File: src/rtl/freq_ctrl_pkg.sv
// Shared definitions for the frequency-counter control block: register map,
// CTRL/STATUS bit positions, sequencer states and fixed timing constants.
package freq_ctrl_pkg;

    // Register offsets, selected by wbs_adr_i[3:2]
    localparam logic [1:0] REG_CTRL   = 2'd0;
    localparam logic [1:0] REG_PERIOD = 2'd1;
    localparam logic [1:0] REG_STATUS = 2'd2;
    localparam logic [1:0] REG_RESULT = 2'd3;

    // CTRL bit positions
    localparam int CTRL_ENABLE = 0;
    localparam int CTRL_CONT   = 1;
    localparam int CTRL_START  = 2;
    localparam int CTRL_IRQ_EN = 3;

    // STATUS bit positions
    localparam int STAT_BUSY = 0;
    localparam int STAT_DONE = 1;
    localparam int STAT_OVF  = 2;

    // Cycles spent with the gate closed so that the datapath synchroniser
    // has delivered every edge counted inside the window
    localparam int SETTLE_CYCLES = 2;

    // Measurement sequencer states
    typedef enum logic [2:0] {
        IDLE    = 3'd0,
        CLEAR   = 3'd1,
        GATE    = 3'd2,
        SETTLE  = 3'd3,
        CAPTURE = 3'd4
    } state_t;

endpackage

File: src/rtl/gate_window_timer.sv
// Down-counter shared by the GATE and SETTLE phases. It is loaded with the
// phase length and flags the final cycle of that phase when it reaches one.
module gate_window_timer
    import freq_ctrl_pkg::*;
#(
    parameter int PERIOD_W = 16
) (
    input  logic                clk,
    input  logic                rst_n,
    input  logic                load,
    input  logic [PERIOD_W-1:0] load_val,
    input  logic                dec,
    output logic                last
);

    localparam logic [PERIOD_W-1:0] ZERO = {PERIOD_W{1'b0}};
    localparam logic [PERIOD_W-1:0] ONE  = {{(PERIOD_W-1){1'b0}}, 1'b1};

    logic [PERIOD_W-1:0] count_r;

    // Load has priority over decrement; the counter never wraps below zero
    always_ff @(posedge clk or negedge rst_n) begin
        if (!rst_n) begin
            count_r <= ZERO;
        end else if (load) begin
            count_r <= load_val;
        end else if (dec && (count_r != ZERO)) begin
            count_r <= count_r - ONE;
        end else begin
            count_r <= count_r;
        end
    end

    assign last = (count_r == ONE);

endmodule

File: src/rtl/freq_counter_ctrl.sv
// Wishbone-controlled sequencer for the frequency-counter edge datapath.
// Holds the measurement configuration, runs clear -> gate -> settle ->
// capture, latches the edge count into RESULT and reports done/overflow.
module freq_counter_ctrl
    import freq_ctrl_pkg::*;
#(
    parameter logic [31:0] ADDR_BASE = 32'h3000_0000,
    parameter int          PERIOD_W  = 16,
    parameter int          COUNT_W   = 16
) (
    input  logic               wb_clk_i,
    input  logic               wb_rst_n,
    input  logic               wbs_stb_i,
    input  logic               wbs_cyc_i,
    input  logic               wbs_we_i,
    input  logic [3:0]         wbs_sel_i,
    input  logic [31:0]        wbs_dat_i,
    input  logic [31:0]        wbs_adr_i,
    output logic               wbs_ack_o,
    output logic [31:0]        wbs_dat_o,
    output logic               dp_clear_o,
    output logic               dp_gate_o,
    input  logic [COUNT_W-1:0] dp_count_i,
    output logic               busy_o,
    output logic               irq_o
);

    localparam logic [PERIOD_W-1:0] PERIOD_ZERO = {PERIOD_W{1'b0}};
    localparam logic [PERIOD_W-1:0] SETTLE_LOAD = PERIOD_W'(SETTLE_CYCLES);

    // Bus request captured on the hit cycle and committed on the ack cycle
    logic               hit_s;
    logic               accept_s;
    logic               ack_r;
    logic               req_we_r;
    logic [3:0]         req_sel_r;
    logic [1:0]         req_adr_r;
    logic [31:0]        req_dat_r;
    logic [31:0]        dat_r;
    logic [31:0]        rd_mux_s;

    // Register file
    logic               enable_r, cont_r, irq_en_r;
    logic [PERIOD_W-1:0] period_r;
    logic               done_r, ovf_r;
    logic [COUNT_W-1:0] result_r;

    logic               enable_nx_s, cont_nx_s, irq_en_nx_s;
    logic [PERIOD_W-1:0] period_nx_s;
    logic               done_nx_s, ovf_nx_s;
    logic [COUNT_W-1:0] result_nx_s;

    // Write decode
    logic               wr_s, wr_ctrl_s, wr_period_s, wr_status_s;
    logic               en_eff_s, period_nz_s, start_ok_s;

    // Sequencer
    state_t             state_r, state_nx_s;
    logic               tmr_load_s, tmr_dec_s, tmr_last_s, capture_s;
    logic [PERIOD_W-1:0] tmr_load_val_s;
    logic               sat_s;

    // Registered outputs
    logic               clear_r, gate_r, busy_r, irq_r;

    // Address bits below the word boundary and data bits above the widest
    // register carry no information for this block
    logic               adr_unused_s;
    logic               dat_unused_s;

    assign adr_unused_s = ^{wbs_adr_i[1:0], req_dat_r[31:PERIOD_W]};
    assign dat_unused_s = adr_unused_s;

    assign hit_s    = wbs_stb_i & wbs_cyc_i & (wbs_adr_i[31:4] == ADDR_BASE[31:4]);
    assign accept_s = hit_s & ~ack_r;

    assign wr_s        = ack_r & req_we_r & (req_sel_r == 4'hF);
    assign wr_ctrl_s   = wr_s & (req_adr_r == REG_CTRL);
    assign wr_period_s = wr_s & (req_adr_r == REG_PERIOD);
    assign wr_status_s = wr_s & (req_adr_r == REG_STATUS);

    // A CTRL write that clears enable takes effect in the same cycle it lands
    assign en_eff_s    = wr_ctrl_s ? req_dat_r[CTRL_ENABLE] : enable_r;
    assign period_nz_s = (period_r != PERIOD_ZERO);
    assign start_ok_s  = wr_ctrl_s & req_dat_r[CTRL_START] & req_dat_r[CTRL_ENABLE] & period_nz_s;
    assign sat_s       = &dp_count_i;

    // Read multiplexer evaluated on the hit cycle; unused bits read as zero
    always_comb begin
        rd_mux_s = 32'd0;
        case (wbs_adr_i[3:2])
            REG_CTRL: begin
                rd_mux_s[CTRL_ENABLE] = enable_r;
                rd_mux_s[CTRL_CONT]   = cont_r;
                rd_mux_s[CTRL_IRQ_EN] = irq_en_r;
            end
            REG_PERIOD: begin
                rd_mux_s[PERIOD_W-1:0] = period_r;
            end
            REG_STATUS: begin
                rd_mux_s[STAT_BUSY] = busy_r;
                rd_mux_s[STAT_DONE] = done_r;
                rd_mux_s[STAT_OVF]  = ovf_r;
            end
            REG_RESULT: begin
                rd_mux_s[COUNT_W-1:0] = result_r;
            end
            default: begin
                rd_mux_s = 32'd0;
            end
        endcase
    end

    // Single-cycle ack with a guaranteed idle cycle between acks
    always_ff @(posedge wb_clk_i or negedge wb_rst_n) begin
        if (!wb_rst_n) begin
            ack_r     <= 1'b0;
            dat_r     <= 32'd0;
            req_we_r  <= 1'b0;
            req_sel_r <= 4'h0;
            req_adr_r <= 2'd0;
            req_dat_r <= 32'd0;
        end else begin
            ack_r <= accept_s;
            dat_r <= (accept_s & ~wbs_we_i) ? rd_mux_s : 32'd0;
            if (accept_s) begin
                req_we_r  <= wbs_we_i;
                req_sel_r <= wbs_sel_i;
                req_adr_r <= wbs_adr_i[3:2];
                req_dat_r <= wbs_dat_i;
            end else begin
                req_we_r  <= 1'b0;
                req_sel_r <= req_sel_r;
                req_adr_r <= req_adr_r;
                req_dat_r <= req_dat_r;
            end
        end
    end

    // Sequencer next state and timer control
    always_comb begin
        state_nx_s     = state_r;
        tmr_load_s     = 1'b0;
        tmr_load_val_s = period_r;
        tmr_dec_s      = 1'b0;
        capture_s      = 1'b0;
        case (state_r)
            IDLE: begin
                if (start_ok_s) begin
                    state_nx_s = CLEAR;
                end else begin
                    state_nx_s = IDLE;
                end
            end
            CLEAR: begin
                // PERIOD is sampled here; later writes affect the next window
                tmr_load_s     = 1'b1;
                tmr_load_val_s = period_r;
                if (!en_eff_s) begin
                    state_nx_s = IDLE;
                end else begin
                    state_nx_s = GATE;
                end
            end
            GATE: begin
                if (!en_eff_s) begin
                    state_nx_s = IDLE;
                end else if (tmr_last_s) begin
                    tmr_load_s     = 1'b1;
                    tmr_load_val_s = SETTLE_LOAD;
                    state_nx_s     = SETTLE;
                end else begin
                    tmr_dec_s = 1'b1;
                end
            end
            SETTLE: begin
                if (!en_eff_s) begin
                    state_nx_s = IDLE;
                end else if (tmr_last_s) begin
                    state_nx_s = CAPTURE;
                end else begin
                    tmr_dec_s = 1'b1;
                end
            end
            CAPTURE: begin
                if (!en_eff_s) begin
                    state_nx_s = IDLE;
                end else begin
                    capture_s = 1'b1;
                    if (cont_r && period_nz_s) begin
                        state_nx_s = CLEAR;
                    end else begin
                        state_nx_s = IDLE;
                    end
                end
            end
            default: begin
                state_nx_s = IDLE;
            end
        endcase
    end

    // Register file next values; a capture beats a same-cycle W1C
    always_comb begin
        enable_nx_s = enable_r;
        cont_nx_s   = cont_r;
        irq_en_nx_s = irq_en_r;
        period_nx_s = period_r;
        done_nx_s   = done_r;
        ovf_nx_s    = ovf_r;
        result_nx_s = result_r;
        if (wr_ctrl_s) begin
            enable_nx_s = req_dat_r[CTRL_ENABLE];
            cont_nx_s   = req_dat_r[CTRL_CONT];
            irq_en_nx_s = req_dat_r[CTRL_IRQ_EN];
        end else begin
            enable_nx_s = enable_r;
        end
        if (wr_period_s) begin
            period_nx_s = req_dat_r[PERIOD_W-1:0];
        end else begin
            period_nx_s = period_r;
        end
        if (capture_s) begin
            done_nx_s   = 1'b1;
            result_nx_s = dp_count_i;
        end else if (wr_status_s && req_dat_r[STAT_DONE]) begin
            done_nx_s = 1'b0;
        end else begin
            done_nx_s = done_r;
        end
        if (capture_s && sat_s) begin
            ovf_nx_s = 1'b1;
        end else if (wr_status_s && req_dat_r[STAT_OVF]) begin
            ovf_nx_s = 1'b0;
        end else begin
            ovf_nx_s = ovf_r;
        end
    end

    // State, register file and output registers
    always_ff @(posedge wb_clk_i or negedge wb_rst_n) begin
        if (!wb_rst_n) begin
            state_r  <= IDLE;
            enable_r <= 1'b0;
            cont_r   <= 1'b0;
            irq_en_r <= 1'b0;
            period_r <= PERIOD_ZERO;
            done_r   <= 1'b0;
            ovf_r    <= 1'b0;
            result_r <= {COUNT_W{1'b0}};
            clear_r  <= 1'b0;
            gate_r   <= 1'b0;
            busy_r   <= 1'b0;
            irq_r    <= 1'b0;
        end else begin
            state_r  <= state_nx_s;
            enable_r <= enable_nx_s;
            cont_r   <= cont_nx_s;
            irq_en_r <= irq_en_nx_s;
            period_r <= period_nx_s;
            done_r   <= done_nx_s;
            ovf_r    <= ovf_nx_s;
            result_r <= result_nx_s;
            clear_r  <= (state_nx_s == CLEAR);
            gate_r   <= (state_nx_s == GATE);
            busy_r   <= (state_nx_s != IDLE);
            irq_r    <= irq_en_nx_s & done_nx_s;
        end
    end

    gate_window_timer #(
        .PERIOD_W (PERIOD_W)
    ) u_timer (
        .clk      (wb_clk_i),
        .rst_n    (wb_rst_n),
        .load     (tmr_load_s),
        .load_val (tmr_load_val_s),
        .dec      (tmr_dec_s),
        .last     (tmr_last_s)
    );

    assign wbs_ack_o  = ack_r;
    assign wbs_dat_o  = dat_r;
    assign dp_clear_o = clear_r;
    assign dp_gate_o  = gate_r;
    assign busy_o     = busy_r;
    assign irq_o      = irq_r;

endmodule

File: config.mk
export PLATFORM = sky130hd
export DESIGN_NAME = freq_counter_ctrl
export DESIGN_NICKNAME = d
export VERILOG_FILES = /design/src/rtl/freq_ctrl_pkg.sv /design/src/rtl/gate_window_timer.sv /design/src/rtl/freq_counter_ctrl.sv
export SDC_FILE = /design/constraint.sdc
export NUM_CORES = 1
export LEC_CHECK = 0
export BUFFER_PORTS_ARGS = -buffer_cell sky130_fd_sc_hd__buf_2
export CAP_MARGIN = 30
export CORE_MARGIN = 2
export CORE_UTILIZATION = 53
export CTS_CLUSTER_DIAMETER = 40
export DETAILED_ROUTE_END_ITERATION = 16
export GPL_TIMING_DRIVEN = 1
export PLACE_DENSITY = 0.8
export SLEW_MARGIN = 20
export SYNTH_ARGS = -nofsm -noshare
export SYNTH_HDL_FRONTEND = slang
export SYNTH_SLANG_ARGS = --single-unit
File: constraint.sdc
create_clock -name wb_clk_i -period 2.6 [get_ports wb_clk_i]
set_input_delay 0 -clock wb_clk_i [delete_from_list [all_inputs] [get_ports wb_clk_i]]
set_output_delay 0 -clock wb_clk_i [all_outputs]
set_load 0.02 [all_outputs]
==> impl_metrics.tcl <==
set metrics [dict create \
    timing_worst_slew_pin_value_ns 0.6586 \
    design.final.nets 612 \
    grt_use_total_pct 24.59 \
    vias 3606 \
    floorplan.die_area_mm2 0.009584 \
    core_area_mm2 0.008636 \
    clock_sinks 100 \
    finalPower_uw 2692 \
    drt.antenna.violating_nets 0 \
    cts.root.buffer_cell "clkbuf_8" \
    critical_path_peak_fanout 6 \
    grt_setup_unrepaired "no" \
    final_min_period_over_clock_period_pct 91.58 \
    endpoint "u_timer.count_r[7]$_DFFE_PN0P_" \
    yosysWarningCount 0 \
    final.fill_count 582 \
    synthDominantAreaCellType "dfrtp_1" \
    r2r_setup_slack_ns 0.22 \
    crit-reg2reg-capture "u_timer.count_r[7]$_DFFE_PN0P_" \
    synthToLayoutAreaGrowth_pct 23.86 \
    dominantRegCellSynth "dfrtp_1" \
    netlist-cell-type-count 52 \
    port_buffers 91 \
    postSynth.asyncResetShare_pct 100.0 \
    mappedNetlistArea_mm2 0.004673 \
    r2r.worst_path.cells 6 \
    drt_iter0_drc 291 \
    final-setup-viol-count 0 \
    synth-seq-cells 100 \
    fmax_mhz 420.0 \
    cp.arrival_ns 2.64 \
    cts_setup_buffers 0 \
    hp-class "in -> reg" \
    cp-start-kind "register" \
    fin_tns_setup_ns 0 \
    row_count 34 \
    largest_net_degree_at_the_start_of_global_routing 52 \
    clk_pin_slew_worst_paths_ns 0.10 \
    critPathCaptureType "register" \
    timing.clock.skew_ns 0.01187 \
    cts_tree "done" \
    commonest_non_fill_non_tap_cell_in_the_layout "dfrtp_1" \
    fin_crit_ns 2.381 \
    ys_top_cells_by_area "dfrtp_1 54%, mux2_2 14%, nor2_1 2.9%, mux2i_1 2.8%, buf_4 2.7%" \
    power-per-cell-area_mw_per_mm2 465.1 \
    max_cap_viols 0 \
    grt_antenna_before_repair 1 \
    insertion_delay_ns 0.37 \
    power.static_leakage_uw 0.002894 \
    vias_in_the_first_global_route 3709 \
    wirelength_routed_um 11570 \
    post-dp-hpwl_um 7313 \
    starting_density_of_the_core_pct 54.11 \
    fraction_of_final_layout_cells_with_drive_strength_greater_than_1_pct 36.50 \
    synthCells 388 \
    final_cell_mix "100 x dfrtp_1, 90 x buf_2, 57 x mux2_2" \
    max-clock-path-buffers 2 \
    io_pins 126 \
    timing.critical_path.from "u_timer.count_r[13]$_DFFE_PN0P_" \
    worst_ir_drop_vdd_v 0.0003839 \
    grt.overflow.total 0 \
    first_pass_iters 5 \
    synth_top_area_share_pct 53.55 \
    tritoncts_buffer_count 9 \
    globalplace.congestion 0.8497 \
    yosysSeqAreaShare_pct 53.55 \
    grt_pass1_wl_um 18730 \
    postLayoutCoreUtil_pct 67.02 \
    synth_enable_flop_cells 0 \
    detail_route.drc_violations 0 \
    preCtsSetupSlack_ns 0.2564 \
    slew_headroom_pct 55.69 \
    chipHeight_um 97.90 \
    hold_violations 0 \
    count_of_h_tree_levels_built_during_cts 3 \
    postLayoutSetupSlackWorst_ns 0.2190 \
    die_width_um 97.90 \
    final-max-slew-violation-count 0 \
    route.detailed.vias_per_inst 5.679 \
    synth_area_per_cell_um2 12.04 \
    routedWlPerCell_um 18.23 \
    result_of_the_run "completed" \
    critical_path_required_time_ns 2.86 \
    timing.hold.worst.start "wbs_adr_i[2]" \
    path_class "reg -> reg" \
    rr_startpoint "u_timer.count_r[13]$_DFFE_PN0P_" \
]
## report_power, final
part,total [uW],switching (uW),leakage [uW],internal [uW]
logic,180,93.9,0.00141,86.1
registers,1550,0.0000192,0.00139,1550
clock network,958,586,0.0000943,372
total,2690,680,0.00289,2010
## layer usage
metal,vias up,global-route usage [%],wire length [um]
met3,32,4.152,614
met2,151,41.73,5911
met1,1804,31.35,4692
met4,0,10.36,354
met5,-,0,0
li1,1619,-,-
## repair_timing
item	CTS	global route
gates resized for setup	0	0
hold endpoints to repair	90	0
hold buffers	38	0
## cell families (layout without fill, tap and decap cells)
kind of cell	after synthesis	in the layout	synth area share, %
compound gates	33	33	4.659
xor+xnor	14	14	2.624
fa+ha+maj	2	2	0.5354
buf+inv	38	161	4.605
flops	100	100	53.55
mux	72	72	17.48
other cells	1	17	0.08024
simple gates	128	128	16.47
## worst max-delay path: stages (launching register included)
cell	delay [ns]
dfrtp_1	0.45
or4_1	0.52
or4_1	0.41
o2111ai_1	0.47
nor3_1	0.13
xnor2_1	0.19
o21ai_0	0.09
## cell usage after synthesis, types with 5 or more instances
cell      number
dfrtp_1      100
mux2_2        57
nor2_1        36
nand2_1       22
buf_4         17
nor4_1        14
mux2i_1       13
nor3_1        12
xnor2_1       12
clkbuf_1      11
a21oi_1       10
inv_1          7
nand4_1        7
o21ai_0        6
nor4_4         5
## through the flow
| step | std cells | hold slack (ns) | instance area (um2) |
|---|---|---|---|
| floorplan | 403 | -0.2956 | 4730 |
| global placement | 580 | 0.06395 | 5216 |
| detailed placement | 580 | 0.06383 | 5216 |
| CTS | 634 | 0.01715 | 5786 |
| global route | 635 | 0.03504 | 5788 |
| finish | 635 | 0.02787 | 5788 |
## worst min path at each step
stage	endpoint	cells past startpoint
2_1_floorplan	busy_o$_DFF_PN0_	0
3_3_place_gp	req_dat_r[12]$_DFFE_PN0N_	1
3_5_place_dp	period_r[12]$_DFFE_PN0P_	1
4_1_cts	req_adr_r[0]$_DFFE_PN0N_	2
5_1_grt	req_adr_r[0]$_DFFE_PN0N_	2
6_report	req_adr_r[0]$_DFFE_PN0N_	2
## registers in the layout, summed over array words and instances, names as in the netlist, 2 cells and up
| signal | flops |
|---|---|
| period_r | 16 |
| result_r | 16 |
| req_dat_r | 16 |
| req_sel_r | 4 |
| state_r | 3 |
| u_timer.count_r | 16 |
| req_adr_r | 2 |
| wbs_dat_o | 16 |
## cell type report
cell class | count | area [um2] | share of cell area (%)
Clock buffer | 9 | 123.9 | 2.140
Tap cell | 108 | 135.1 | 2.335
Sequential cell | 100 | 2502 | 43.23
Inverter | 7 | 26.28 | 0.4540
Multi-Input combinational cell | 265 | 2014 | 34.80
Timing Repair Buffer | 138 | 918.4 | 15.87
Antenna cell | 1 | 2.502 | 0.04323
Clock inverter | 7 | 65.06 | 1.124
Power figures use the tool's default switching activity.
